===== src/rtl/sccb_pkg.sv =====
// sccb_pkg: state encoding and constants for the SCCB register target.
// Read path in sccb_target is built only with SCCB_TARGET_RD_EN defined.
package sccb_pkg;

  typedef enum logic [3:0] {
    ST_IDLE,
    ST_DEV,
    ST_DEV_ACK,
    ST_AH,
    ST_AH_ACK,
    ST_AL,
    ST_AL_ACK,
    ST_WDATA,
    ST_WD_ACK,
    ST_RDATA,
    ST_RD_MACK,
    ST_IGNORE
  } sccb_st_e;

  localparam logic [6:0] DEF_SLAVE_ADDR = 7'h3c;
  localparam int         SYNC_DEPTH     = 2;

  function automatic logic is_ack_st(input sccb_st_e s);
    return (s == ST_DEV_ACK) || (s == ST_AH_ACK) ||
           (s == ST_AL_ACK)  || (s == ST_WD_ACK);
  endfunction

endpackage


===== src/rtl/sccb_line_sync.sv =====
// sccb_line_sync: SCL/SDA synchronizer plus edge, START and STOP detect.
// Events are registered; they trail the pin change by three clocks.
module sccb_line_sync
  import sccb_pkg::*;
(
  input  logic clk,
  input  logic rst,
  input  logic scl_i,
  input  logic sda_i,
  output logic scl_rise,
  output logic scl_fall,
  output logic start_det,
  output logic stop_det,
  output logic scl_lvl,
  output logic sda_lvl
);

  logic [SYNC_DEPTH:0] r_scl;
  logic [SYNC_DEPTH:0] r_sda;
  logic [SYNC_DEPTH:0] r_arm;
  logic r_rise, r_fall, r_start, r_stop;
  logic w_scl_c, w_scl_p, w_sda_c, w_sda_p, w_arm;

  assign w_scl_c = r_scl[SYNC_DEPTH-1];
  assign w_scl_p = r_scl[SYNC_DEPTH];
  assign w_sda_c = r_sda[SYNC_DEPTH-1];
  assign w_sda_p = r_sda[SYNC_DEPTH];
  // no events until the pipeline holds real pin samples after reset
  assign w_arm   = r_arm[SYNC_DEPTH];

  always_ff @(posedge clk) begin
    if (rst) begin
      r_scl   <= '1;
      r_sda   <= '1;
      r_arm   <= '0;
      r_rise  <= 1'b0;
      r_fall  <= 1'b0;
      r_start <= 1'b0;
      r_stop  <= 1'b0;
    end else begin
      r_scl   <= {r_scl[SYNC_DEPTH-1:0], scl_i};
      r_sda   <= {r_sda[SYNC_DEPTH-1:0], sda_i};
      r_arm   <= {r_arm[SYNC_DEPTH-1:0], 1'b1};
      r_rise  <= w_arm & w_scl_c & ~w_scl_p;
      r_fall  <= w_arm & ~w_scl_c & w_scl_p;
      r_start <= w_arm & w_scl_c & w_scl_p & w_sda_p & ~w_sda_c;
      r_stop  <= w_arm & w_scl_c & w_scl_p & ~w_sda_p & w_sda_c;
    end
  end

  assign scl_rise  = r_rise;
  assign scl_fall  = r_fall;
  assign start_det = r_start;
  assign stop_det  = r_stop;
  assign scl_lvl   = r_scl[SYNC_DEPTH];
  assign sda_lvl   = r_sda[SYNC_DEPTH];

endmodule


===== src/rtl/sccb_target.sv =====
// sccb_target: SCCB/I2C device end presenting register accesses as strobes.
// Define SCCB_TARGET_RD_EN to build the read path (RDATA/RD_MACK, reg_rd).
module sccb_target
  import sccb_pkg::*;
#(
  parameter logic [6:0] SLAVE_ADDR = DEF_SLAVE_ADDR,
  parameter logic       BIT_CTRL   = 1'b1
) (
  input  logic        clk,
  input  logic        rst,
  input  logic        scl_i,
  input  logic        sda_i,
  output logic        sda_oe,
  output logic        reg_wr,
  output logic        reg_rd,
  output logic [15:0] reg_addr,
  output logic [7:0]  reg_wdata,
  input  logic [7:0]  reg_rdata,
  output logic        busy,
  output logic [15:0] wr_cnt
);

  sccb_st_e    r_st, w_nxt;
  logic        w_rise, w_fall, w_start, w_stop, w_sda, w_unused_scl;
  logic [7:0]  r_sh, r_wdata;
  logic [3:0]  r_cnt;
  logic [15:0] r_addr, r_wcnt;
  logic        r_wr, r_rw;
  logic        w_full, w_dev_ok, w_cnt_st, w_oe, w_busy;
  logic [7:0]  w_tx;
  logic        w_mack;

  sccb_line_sync u_sync (
    .clk       (clk),
    .rst       (rst),
    .scl_i     (scl_i),
    .sda_i     (sda_i),
    .scl_rise  (w_rise),
    .scl_fall  (w_fall),
    .start_det (w_start),
    .stop_det  (w_stop),
    .scl_lvl   (w_unused_scl),
    .sda_lvl   (w_sda)
  );

  assign w_full   = (r_cnt == 4'd8);
  assign w_cnt_st = (r_st == ST_DEV) || (r_st == ST_AH) ||
                    (r_st == ST_AL) || (r_st == ST_WDATA) ||
                    (r_st == ST_RDATA);

`ifdef SCCB_TARGET_RD_EN
  assign w_dev_ok = (r_sh[7:1] == SLAVE_ADDR);
`else
  assign w_dev_ok = (r_sh == {SLAVE_ADDR, 1'b0});
`endif

  always_ff @(posedge clk) begin
    if (rst) r_st <= ST_IDLE;
    else     r_st <= w_nxt;
  end

  // bytes and ACK slots advance on SCL fall, so SDA moves only while SCL is low
  always_comb begin
    w_nxt = r_st;
    if (w_stop) begin
      w_nxt = ST_IDLE;
    end else if (w_start) begin
      w_nxt = ST_DEV;
    end else if (w_fall) begin
      unique case (r_st)
        ST_DEV:     if (w_full) w_nxt = w_dev_ok ? ST_DEV_ACK : ST_IGNORE;
        ST_DEV_ACK: w_nxt = r_rw ? ST_RDATA : (BIT_CTRL ? ST_AH : ST_AL);
        ST_AH:      if (w_full) w_nxt = ST_AH_ACK;
        ST_AH_ACK:  w_nxt = ST_AL;
        ST_AL:      if (w_full) w_nxt = ST_AL_ACK;
        ST_AL_ACK:  w_nxt = ST_WDATA;
        ST_WDATA:   if (w_full) w_nxt = ST_WD_ACK;
        ST_WD_ACK:  w_nxt = ST_WDATA;
        ST_RDATA:   if (w_full) w_nxt = ST_RD_MACK;
        ST_RD_MACK: w_nxt = w_mack ? ST_IGNORE : ST_RDATA;
        default:    w_nxt = r_st;
      endcase
    end
  end

  always_comb begin
    w_oe   = 1'b0;
    w_busy = (r_st != ST_IDLE);
    if (is_ack_st(r_st))      w_oe = 1'b1;
    else if (r_st == ST_RDATA) w_oe = ~w_tx[7];
  end

  always_ff @(posedge clk) begin
    if (rst) begin
      r_sh    <= 8'h00;
      r_cnt   <= 4'd0;
      r_addr  <= 16'h0000;
      r_wdata <= 8'h00;
      r_wr    <= 1'b0;
      r_wcnt  <= 16'h0000;
      r_rw    <= 1'b0;
    end else begin
      r_wr <= 1'b0;
      if (w_start || w_stop) begin
        r_cnt <= 4'd0;
      end else if (w_rise && w_cnt_st && !w_full) begin
        r_sh  <= {r_sh[6:0], w_sda};
        r_cnt <= r_cnt + 4'd1;
        if (r_st == ST_WDATA && r_cnt == 4'd7) begin
          r_wdata <= {r_sh[6:0], w_sda};
          r_wr    <= 1'b1;
          if (r_wcnt != 16'hffff) r_wcnt <= r_wcnt + 16'd1;
        end
      end else if (w_fall) begin
        if (w_full) r_cnt <= 4'd0;
        unique case (r_st)
          ST_DEV: if (w_full) r_rw <= r_sh[0];
          ST_AH:  if (w_full) r_addr[15:8] <= r_sh;
          ST_AL: begin
            if (w_full) begin
              r_addr[7:0] <= r_sh;
              if (!BIT_CTRL) r_addr[15:8] <= 8'h00;
            end
          end
          ST_WD_ACK:  r_addr <= r_addr + 16'd1;
          ST_RD_MACK: if (!w_mack) r_addr <= r_addr + 16'd1;
          default: ;
        endcase
      end
    end
  end

`ifdef SCCB_TARGET_RD_EN
  logic       r_rd, r_ld, r_mack;
  logic [7:0] r_tx;

  // bank data lands two clocks after the strobe; SDA stays released until then
  always_ff @(posedge clk) begin
    if (rst) begin
      r_rd   <= 1'b0;
      r_ld   <= 1'b0;
      r_mack <= 1'b1;
      r_tx   <= 8'hff;
    end else begin
      r_rd <= 1'b0;
      r_ld <= r_rd;
      if (w_start || w_stop) begin
        r_ld <= 1'b0;
        r_tx <= 8'hff;
      end else if (w_fall && w_nxt == ST_RDATA && r_st != ST_RDATA) begin
        r_rd <= 1'b1;
        r_tx <= 8'hff;
      end else if (w_fall && r_st == ST_RDATA) begin
        r_tx <= {r_tx[6:0], 1'b1};
      end else if (r_ld) begin
        r_tx <= reg_rdata;
      end
      if (w_rise && r_st == ST_RD_MACK) r_mack <= w_sda;
    end
  end

  assign w_tx   = r_tx;
  assign w_mack = r_mack;
  assign reg_rd = r_rd;
`else
  logic w_unused_rdata;
  assign w_unused_rdata = ^reg_rdata;
  assign w_tx   = 8'hff;
  assign w_mack = 1'b1;
  assign reg_rd = 1'b0;
`endif

  assign sda_oe    = w_oe;
  assign busy      = w_busy;
  assign reg_wr    = r_wr;
  assign reg_addr  = r_addr;
  assign reg_wdata = r_wdata;
  assign wr_cnt    = r_wcnt;

endmodule


===== config.mk =====
export PLATFORM = sky130hd
export DESIGN_NAME = sccb_target
export DESIGN_NICKNAME = d
export VERILOG_FILES = /design/src/rtl/sccb_pkg.sv /design/src/rtl/sccb_line_sync.sv /design/src/rtl/sccb_target.sv
export SDC_FILE = /design/constraint.sdc
export NUM_CORES = 1
export LEC_CHECK = 0
export CAP_MARGIN = 20
export CORE_MARGIN = 4
export CORE_UTILIZATION = 30
export CTS_CLUSTER_SIZE = 16
export DETAILED_ROUTE_END_ITERATION = 10
export PLACE_DENSITY = 0.48
export SLEW_MARGIN = 5
export SYNTH_ARGS = -nofsm -noshare
export SYNTH_HDL_FRONTEND = slang
export SYNTH_SLANG_ARGS = --single-unit

===== constraint.sdc =====
create_clock -name clk -period 2 [get_ports clk]
set_input_delay 0.6 -clock clk [delete_from_list [all_inputs] [get_ports clk]]
set_output_delay 0.6 -clock clk [all_outputs]
set_load 0.02 [all_outputs]

==> run summary, run 1 <==
outcome: completed
first-pass GRT wire length: 16100 um
Num CTS Buffers: 9
Setup WS pre-CTS: -0.0585 ns
Hold Vio Cnt, Final: 0
critical path arrival: 2.25 ns
P&R area growth vs syn: 42.1%
cell breakdown of the critical path: buf_6 -> o21a_1 -> buf_6 -> nor4b_4 -> nand3_1 -> buf_6 -> buf_6 -> or3_4 -> a21oi_2
asr flop ratio synth: 0
cell mode on critical path: buf_6
Slew Limit Fails: 0
WHS: 0.410 ns
mapped cell area: 3460 um2
fmax: 504 MHz
# setup viols final: 0
skew final: 0.00598 ns
Seq/Total Area, Yosys: 0.411
mean area per synthesized cell: 8.50 um2
Worst setup SP type: flip-flop
Vias per Instance: 5.23
Hold Crit Class: reg -> reg
antenna-violating nets left: 0
Post-synth EDFFs: 0
setup TNS: 0 ns
First-pass DRT Iterations: 7
# fillers: 1108
Post-Place Cells: 623
nets@finish: 521
Max Cap Viol: 0
Final Util: 0.444
Initial Util: 0.312
Cell Rows: 38
DRC viols: 0
final non-filler cell total: 650
most frequent cells in the layout: dfxtp_1 (65), buf_4 (53), a21oi_1 (39), nand2_1 (35), nor2_1 (34)
post-synth cell types: 60
clock sink count: 71
# IOs: 56
share of layout cells above drive strength 1: 0.237
final cycle utilization of the critical path: 0.993
Detailed Route Iter0 Violations: 159
fin crit period: 1.99 ns
Worst Path Class, Setup: reg -> reg
Worst EP required: 2.26 ns
worst setup path end: wr_cnt[2]
Worst R2R Start: r_st[3]
Post-Synthesis Cells: 407
worst vdd ir: 0.410 mV
Critical Path Slowest Stage Cell: dfxtp_4
CP max FO: 7
Via Count: 3398
Worst Setup SP: r_st[3]
largest net degree at the start of global routing: 60
Placer Congestion: 0.839
CTS tree: yes
Post-Synthesis Net Count: 423
core area: 11100 um2
drt wl/cell: 15.0 um
total grt overflow: 0
clock latency on the worst-skew pair: 0.33 ns
reg2reg end: wr_cnt[2]
chip height: 115 um
PwrDens: 659 nW/um2
Worst R2R Setup Slack: 0.01 ns
initial antenna violation count: 0
Die W: 115 um
Post-Route WL: 9750 um
number of synthesized register bits: 71
final setup margin: 0.0144 ns
Port Buffers: 46
RSZ-0062 raised after global routing: true
gr usage total: 0.150
Yosys Warn Count: 0
CTS clk-pin slew, worst paths: 0.06 ns
Root Driver: clkbuf_16
clk buf depth: 2
n_diodes: 0
Reg2Reg Depth: 9
CP max stage delay: 0.37 ns
total die area: 13300 um2
most common cell after layout, fill and taps aside: dfxtp_1
Post-CTS Hold Buffers: 0
number of global-route vias before repair: 3232
DP Wirelength: 6720 um
kind of end point of the critical path: flip-flop
Pleak: 1.96 nW
Main synth FF type: dfxtp_1
H-tree levels: 3
metrics by stage:
stage / cell area, um2 / total power, W
after floorplan: 3460 / 0.00148
after global placement: 4380 / 0.00151
after detailed placement: 4380 / 0.00151
after CTS: 4750 / 0.00330
after global routing: 4920 / 0.00336
final: 4920 / 0.00324
layout make-up:
class | count | area [um2] | share of cell area
Clock buffer | 10 | 239 | 0.0486
Sequential cell | 71 | 1430 | 0.291
Multi-Input combinational cell | 306 | 1980 | 0.403
Timing Repair Buffer | 109 | 970 | 0.197
Tap cell | 140 | 175 | 0.0356
Clock inverter | 6 | 91.3 | 0.0186
Inverter | 8 | 30.0 | 0.00611
worst max-delay path: cells and delay by family, from the launching register on:
family,cells,cell delay (ns)
AND/OR/NAND/NOR,3,0.78
buffers and inverters,4,0.53
flip-flops,1,0.37
AO/OA/AOI/OAI,2,0.24
timing repair:
item	4_1_cts	5_1_grt
endpoints found under the setup margin	23	46
cloned	0	0
resized for setup	37	38
setup buffers	3	8
pin swaps	13	14
cell usage after synthesis (2+ instances only):
master     count  area [um2]
nor2_1        34         128
nand2_1       35         131
nand3b_1       2        15.0
nor4b_1        3        26.3
nand4_1        7        43.8
and4_1         5        43.8
nor3_1        10        50.1
o21ai_0       25         125
buf_2          3        15.0
or3_1          7        43.8
a21oi_1       43         215
dfxtp_1       71        1420
nor3b_2        2        25.0
xor2_1         2        17.5
nand3_1       18        90.1
nor4_1         5        31.3
o31a_1         2        17.5
or2_2          7        43.8
a21o_1         2        15.0
o21ai_1        2        10.0
mux2i_1       11         110
nand4bb_1      3        33.8
nor4bb_1       3        30.0
buf_6          3        33.8
o21a_1         3        22.5
nand2b_1       2        12.5
clkbuf_1      15        56.3
or4_1          6        45.0
inv_1          8        30.0
and3_1         3        18.8
a31oi_1        8        50.1
ha_1           4        50.1
o31ai_1        6        45.0
and2_1         9        56.3
nor2b_1        4        25.0
a211oi_1       6        45.0
nor3b_1        5        37.5
cell families after synthesis:
group / after synthesis / synth area share
and+or+nand+nor: 177 / 0.294
AOI/OAI and AO/OA: 110 / 0.199
xor gates and xnor gates: 3 / 0.00760
muxes: 11 / 0.0318
other: 1 / 0.00108
buffers and inverters: 30 / 0.0412
adders and majority gates: 4 / 0.0145
DFF: 71 / 0.411
layer usage:
layer | global-route usage | share of wire
met5 | 0 | 0
met4 | 0.0415 | 0.010
met3 | 0.0374 | 0.045
met2 | 0.233 | 0.45
met1 | 0.207 | 0.49
how the worst min path moves through the flow:
stage,from,endpoint,slack (ns),cells past startpoint
CTS,u_sync.r_scl[0],u_sync.r_scl[1],0.41,1
global placement,u_sync.r_scl[0],u_sync.r_scl[1],0.40,1
detailed placement,u_sync.r_scl[0],u_sync.r_scl[1],0.40,1
floorplan,u_sync.r_scl[0],u_sync.r_scl[1],0.39,1
global route,u_sync.r_sda[0],u_sync.r_sda[1],0.42,1
finish,u_sync.r_scl[0],u_sync.r_scl[1],0.41,1
flip-flops by register name (all words and copies together), names as in the netlist, 3 cells and up:
register / count
u_sync.r_scl: 3
reg_wdata: 8
r_sh: 8
r_cnt: 4
reg_addr: 16
wr_cnt: 16
u_sync.r_sda: 3
r_st: 4
u_sync.r_arm: 3
power breakdown:
part | total, W | switching, W | internal, W
logic | 0.0000471 | 0.0000310 | 0.0000162
clock network | 0.00177 | 0.000634 | 0.00113
registers | 0.00142 | 0.00000371 | 0.00142
Note: power is estimated with default switching activity, not from simulation.
==> inputs of run 2 (changes only) <==
--- a/config.mk
+++ b/config.mk
@@ -11,6 +11,7 @@
 export CTS_CLUSTER_SIZE = 16
 export DETAILED_ROUTE_END_ITERATION = 10
 export PLACE_DENSITY = 0.48
+export REMOVE_ABC_BUFFERS = 1
 export SLEW_MARGIN = 5
 export SYNTH_ARGS = -nofsm -noshare
 export SYNTH_HDL_FRONTEND = slang
==> run 2 against run 1 <==
Net effect: the run now ends with setup timing left; clock power is 2% lower; sequential power hardly changed; non-clock buffer count rose by 1; final cell count increased by 0.15%; power fell by 1.2%; combinational power decreased by 3%; wire length up 0.69%; via count is 0.24% higher; critical endpoint is now wr_cnt[8]; largest power group unchanged; highest routed layer unchanged.
==> run summary, run 2 (synthesis gave the netlist of run 1 again) <==
Die W: 115 um (unchanged)
area of the multi-input gates: 1980 um2 (+0.13%)
Hold Vio Cnt, Final: 0 (unchanged)
Placer Congestion: 0.816 (-2.7%)
Via Count: 3406 (+0.24%)
CTS clk-pin slew, worst paths: 0.06 ns (about the same)
CP max FO: 3 (-4)
Worst EP required: 2.26 ns (about the same)
total die area: 13300 um2 (unchanged)
Vias per Instance: 5.23 (about the same)
clock sink count: 71 (unchanged)
nets@finish: 522 (+0.19%)
outcome: complete, but fails checks
P&R area growth vs syn: 43.3%
largest net degree at the start of global routing: 36 (-40%)
share of layout cells above drive strength 1: 0.237 (-0.000464)
Root Driver: clkbuf_16
failing checks: setup timing
final setup margin: -0.0582 ns (-0.0726 ns)
skew final: 0.00631 ns (+0.000332 ns)
number of global-route vias before repair: 3188 (-1.4%)
worst vdd ir: 0.386 mV (-5.7%)
DP Wirelength: 6970 um (+3.7%)
clk buf depth: 2 (unchanged)
Max Cap Viol: 0 (unchanged)
# fillers: 1110 (+0.18%)
antenna-violating nets left: 0 (unchanged)
Top Family by Delay on Critical Path: simple AND/OR/NAND/NOR gates
Pleak: 2.06 nW (+5.4%)
First-pass DRT Iterations: 4 (-3)
initial antenna violation count: 0 (unchanged)
RSZ-0062 raised after global routing: true
CP max stage delay: 0.36 ns (about the same)
final cycle utilization of the critical path: 1.03 (+0.0363)
WHS: 0.406 ns (-0.00399 ns)
gr usage total: 0.150 (-0.000448)
Worst setup SP type: flip-flop
Slew Limit Fails: 0 (unchanged)
clock latency on the worst-skew pair: 0.33 ns (about the same)
Post-Place Cells: 623 (unchanged)
fmax: 486 MHz (-3.5%)
Initial Util: 0.312 (unchanged)
Post-Route WL: 9810 um (+0.69%)
final non-filler cell total: 651 (+0.15%)
H-tree levels: 3 (unchanged)
Hold Crit Class: reg -> reg
chip height: 115 um (unchanged)
cell breakdown of the critical path: inv_2 -> ha_4 -> and3b_2 -> nor4b_4 -> nand3_2 -> buf_6 -> buf_6 -> or3_4 -> a21oi_2
kind of end point of the critical path: flip-flop
FF/Latch Area: 1440 um2 (+0.35%)
Post-CTS Hold Buffers: 0 (unchanged)
CP bufs+invs: 3 (-1)
DRC viols: 0 (unchanged)
critical path arrival: 2.32 ns (+0.07 ns)
cell mode on critical path: buf_6
core area: 11100 um2 (unchanged)
most common cell after layout, fill and taps aside: dfxtp_1
Cell Rows: 38 (unchanged)
most frequent cells in the layout: dfxtp_1 (65), buf_4 (53), a21oi_1 (40), nand2_1 (35), nor2_1 (34)
CTS tree: yes
# setup viols final: 3 (+3)
# IOs: 56 (unchanged)
Detailed Route Iter0 Violations: 157 (-1.3%)
Port Buffers: 46 (unchanged)
Num CTS Buffers: 9 (unchanged)
drt wl/cell: 15.1 um (+0.53%)
first-pass GRT wire length: 15900 um (-1.5%)
Worst Path Class, Setup: reg -> reg
total grt overflow: 0 (unchanged)
PwrDens: 646 nW/um2 (-2.0%)
n_diodes: 0 (unchanged)
fin crit period: 2.06 ns (+0.0726 ns)
Critical Path Slowest Stage Cell: nor4b_4
[run 2: repair_timing]
| item | CTS | global route |
|---|---|---|
| setup endpoints to repair | 33 | 39 |
| pin swaps | 15 | 15 |
| resized for setup | 38 | 39 |
| cloned | 0 | 0 |
| buffers inserted | 6 | 6 |
[run 2: path summary, 6_finish.rpt]
check	start	end	slack [ns]	cells after the start
setup reg to reg	r_cnt[0]	wr_cnt[8]	-0.06	9
hold reg to reg	u_sync.r_sda[0]	u_sync.r_sda[1]	0.41	1
setup / recovery	r_cnt[0]	wr_cnt[8]	-0.06	9
hold / removal	u_sync.r_sda[0]	u_sync.r_sda[1]	0.41	1
[run 2: area by class of cell]
| type | count | share of cell area |
|---|---|---|
| multi-input cells | 306 | 0.400 |
| clock buffers | 11 | 0.0490 |
| clock inverters | 5 | 0.0164 |
| inverters | 8 | 0.00606 |
| flip-flops and latches | 71 | 0.290 |
| repair buffers | 110 | 0.204 |
| well taps | 140 | 0.0353 |
[run 2: per-stage QoR]
stage | util | setup TNS [ns] | area [um2] | worst slack [ns] | power, W
after floorplan | - | -13.22 | 3350 | -0.964 | 0.00147
after global placement | 0.395 | -2.01 | 4380 | -0.146 | 0.00150
after detailed placement | 0.395 | -2.24 | 4380 | -0.154 | 0.00150
after CTS | 0.434 | -0.223 | 4810 | -0.0749 | 0.00325
after global routing | 0.447 | -1.36 | 4960 | -0.176 | 0.00334
final | 0.447 | -0.121 | 4960 | -0.0582 | 0.00320
[run 2: layer usage]
metal / track usage / up-vias / share of wire
met5: 0 / - / 0
met4: 0.0509 / 0 / 0.0095
met3: 0.0421 / 8 / 0.046
met2: 0.245 / 71 / 0.47
met1: 0.190 / 1620 / 0.47
li1: - / 1707 / -
[run 2: power by group]
group / switching, W / total [W] / internal (W) / leakage, nW
clock: 0.000609 / 0.00173 / 0.00113 / 0.156
combinational: 0.0000317 / 0.0000458 / 0.0000141 / 1.33
sequential: 0.00000361 / 0.00142 / 0.00142 / 0.578
total: 0.000644 / 0.00320 / 0.00256 / 2.06
==> inputs of run 3 (changes only) <==
--- a/config.mk
+++ b/config.mk
@@ -6,7 +6,6 @@
 export NUM_CORES = 1
 export LEC_CHECK = 0
 export CAP_MARGIN = 20
-export CORE_MARGIN = 4
 export CORE_UTILIZATION = 30
 export CTS_CLUSTER_SIZE = 16
 export DETAILED_ROUTE_END_ITERATION = 10
==> run 3 against run 2 <==
Net effect: the flow now finishes without violations; sequential power hardly changed; global-route usage is 2.4 points higher; worst setup slack better by 0.077 ns; utilization is 0.32 points higher; via count is 0.88% lower; critical endpoint is now reg_addr[13]; largest cell class unchanged.
==> run summary, run 3 (synthesis gave the netlist of run 1 again) <==
Max Cap Viol: 0 (unchanged)
skew final: 0.00785 ns (+0.00154 ns)
Hold Crit Class: reg -> reg
Slew Limit Fails: 0 (unchanged)
Worst setup SP type: flip-flop
outcome: completed
PwrDens: 615 nW/um2 (-4.7%)
clk buf depth: 2 (unchanged)
CP max stage delay: 0.56 ns (+0.20 ns)
clock latency on the worst-skew pair: 0.33 ns (about the same)
cell breakdown of the critical path: buf_6 -> or4b_4 -> buf_12 -> a221oi_4 -> buf_6 -> buf_12 -> o21ai_2 -> a21oi_1
# IOs: 56 (unchanged)
RSZ-0062 raised after global routing: true
H-tree levels: 3 (unchanged)
Pleak: 2.04 nW (-1.2%)
DRC viols: 0 (unchanged)
number of global-route vias before repair: 3224 (+1.1%)
WHS: 0.404 ns (-0.00152 ns)
Vias per Instance: 5.20 (-0.58%)
clock sink count: 71 (unchanged)
CP bufs+invs: 4 (+1)
Placed Area: 4390 um2 (+0.29%)
DP Wirelength: 6800 um (-2.5%)
Worst Path Class, Setup: reg -> reg
initial antenna violation count: 0 (unchanged)
final cycle utilization of the critical path: 0.991 (-0.0385)
core area: 11000 um2 (-0.43%)
Reg2Reg Depth: 8 (-1)
kind of end point of the critical path: flip-flop
sw power: 0.000629 W (-2.4%)
final non-filler cell total: 649 (-0.31%)
# setup viols final: 0 (-3)
Num CTS Buffers: 9 (unchanged)
first-pass GRT wire length: 15900 um (+0.39%)
setup TNS: 0 ns (+0.121 ns)
design area: 4970 um2 (+0.28%)
Levels on crit path: 8 (-1)
Port Buffers: 46 (unchanged)
Post-CTS Hold Buffers: 0 (unchanged)
share of layout cells above drive strength 1: 0.257 (+0.0206)
worst vdd ir: 0.387 mV (+0.31%)
Placer Congestion: 0.813 (-0.36%)
antenna-violating nets left: 0 (unchanged)
Hold Vio Cnt, Final: 0 (unchanged)
nets@finish: 520 (-0.38%)
CTS tree: yes
Flop pwr share: 0.465 (+0.021)
largest net degree at the start of global routing: 60 (+67%)
P&R area growth vs syn: 43.7%
n_diodes: 0 (unchanged)
switching part of the total power: 0.205 (+0.00439)
combinational power share: 0.016 (+0.002)
Cell Rows: 38 (unchanged)
fin crit period: 1.98 ns (-0.0771 ns)
Detailed Route Iter0 Violations: 176 (+12%)
most frequent cells in the layout: dfxtp_1 (66), buf_4 (49), a21oi_1 (37), nand2_1 (33), nor2_1 (33)
total die area: 12000 um2 (-10%)
Worst EP required: 2.26 ns (about the same)
fmax: 505 MHz (+3.9%)
Final Util: 0.451 (+0.00318)
Top Family by Delay on Critical Path: simple AND/OR/NAND/NOR gates
clock power share: 0.519 (-0.023)
CP max FO: 6 (+3)
drt wl/cell: 15.1 um (+0.11%)
Die W: 109 um (-5.2%)
total grt overflow: 0 (unchanged)
Initial Util: 0.314 (+0.00135)
Post-Route WL: 9790 um (-0.19%)
critical path arrival: 2.24 ns (-0.08 ns)
chip height: 109 um (-5.2%)
Critical Path Slowest Stage Cell: or4b_4
CTS clk-pin slew, worst paths: 0.06 ns (about the same)
gr usage total: 0.174 (+0.0239)
# fillers: 1106 (-0.36%)
WHS Path Cells: 1 (unchanged)
most common cell after layout, fill and taps aside: dfxtp_1
Via Count: 3376 (-0.88%)
Root Driver: clkbuf_16
Post-Place Cells: 623 (unchanged)
First-pass DRT Iterations: 4 (unchanged)
Pint: 0.00243 W (-5.0%)
[run 3: power groups by stage]
stage	sequential (W)	combinational, W	clock (W)
global route	0.00142	0.0000549	0.00169
global placement	0.00146	0.0000495	0
CTS	0.00143	0.0000496	0.00163
finish	0.00142	0.0000491	0.00159
floorplan	0.00146	0.0000130	0
detailed placement	0.00146	0.0000498	0
[run 3: worst register-to-register path, cell delays in order (launching register included)]
cell	delay, ns
dfxtp_4	0.37
buf_6	0.12
or4b_4	0.56
buf_12	0.16
a221oi_4	0.27
buf_6	0.15
buf_12	0.11
o21ai_2	0.05
a21oi_1	0.14
[run 3: per-layer routing]
metal  wire [um]  track usage
met3         367       0.0356
met1        4630        0.228
met5           0            0
met4         216       0.0810
met2        4580        0.272
[run 3: final timing paths]
kind                endpoint  slack, ns             from
max reg2reg     reg_addr[13]       0.02          r_st[1]
max             reg_addr[13]       0.02          r_st[1]
min reg2reg  u_sync.r_sda[1]       0.40  u_sync.r_sda[0]
min          u_sync.r_sda[1]       0.40  u_sync.r_sda[0]
[run 3: metrics by stage]
stage / power, W / setup slack [ns]
detailed placement: 0.00151 / -0.143
global route: 0.00317 / -0.0405
CTS: 0.00310 / 0.000134
global placement: 0.00151 / -0.119
floorplan: 0.00147 / -0.964
finish: 0.00306 / 0.0189
[run 3: area by class of cell]
| cell class | instances | area [um2] | share of cell area |
|---|---|---|---|
| multi-input cells | 306 | 2040 | 0.411 |
| flip-flops and latches | 71 | 1430 | 0.288 |
| repair buffers | 108 | 998 | 0.201 |
| clock buffers | 12 | 246 | 0.0496 |
| well taps | 140 | 175 | 0.0352 |
| clock inverters | 4 | 45.0 | 0.00906 |
| inverters | 8 | 30.0 | 0.00604 |
[run 3: timing repair]
action / 4_1_cts / 5_1_grt
setup buffers: 6 / 3
resized for setup: 40 / 49
pin swaps: 10 / 21
endpoints found under the setup margin: 32 / 36
cloned: 1 / 1
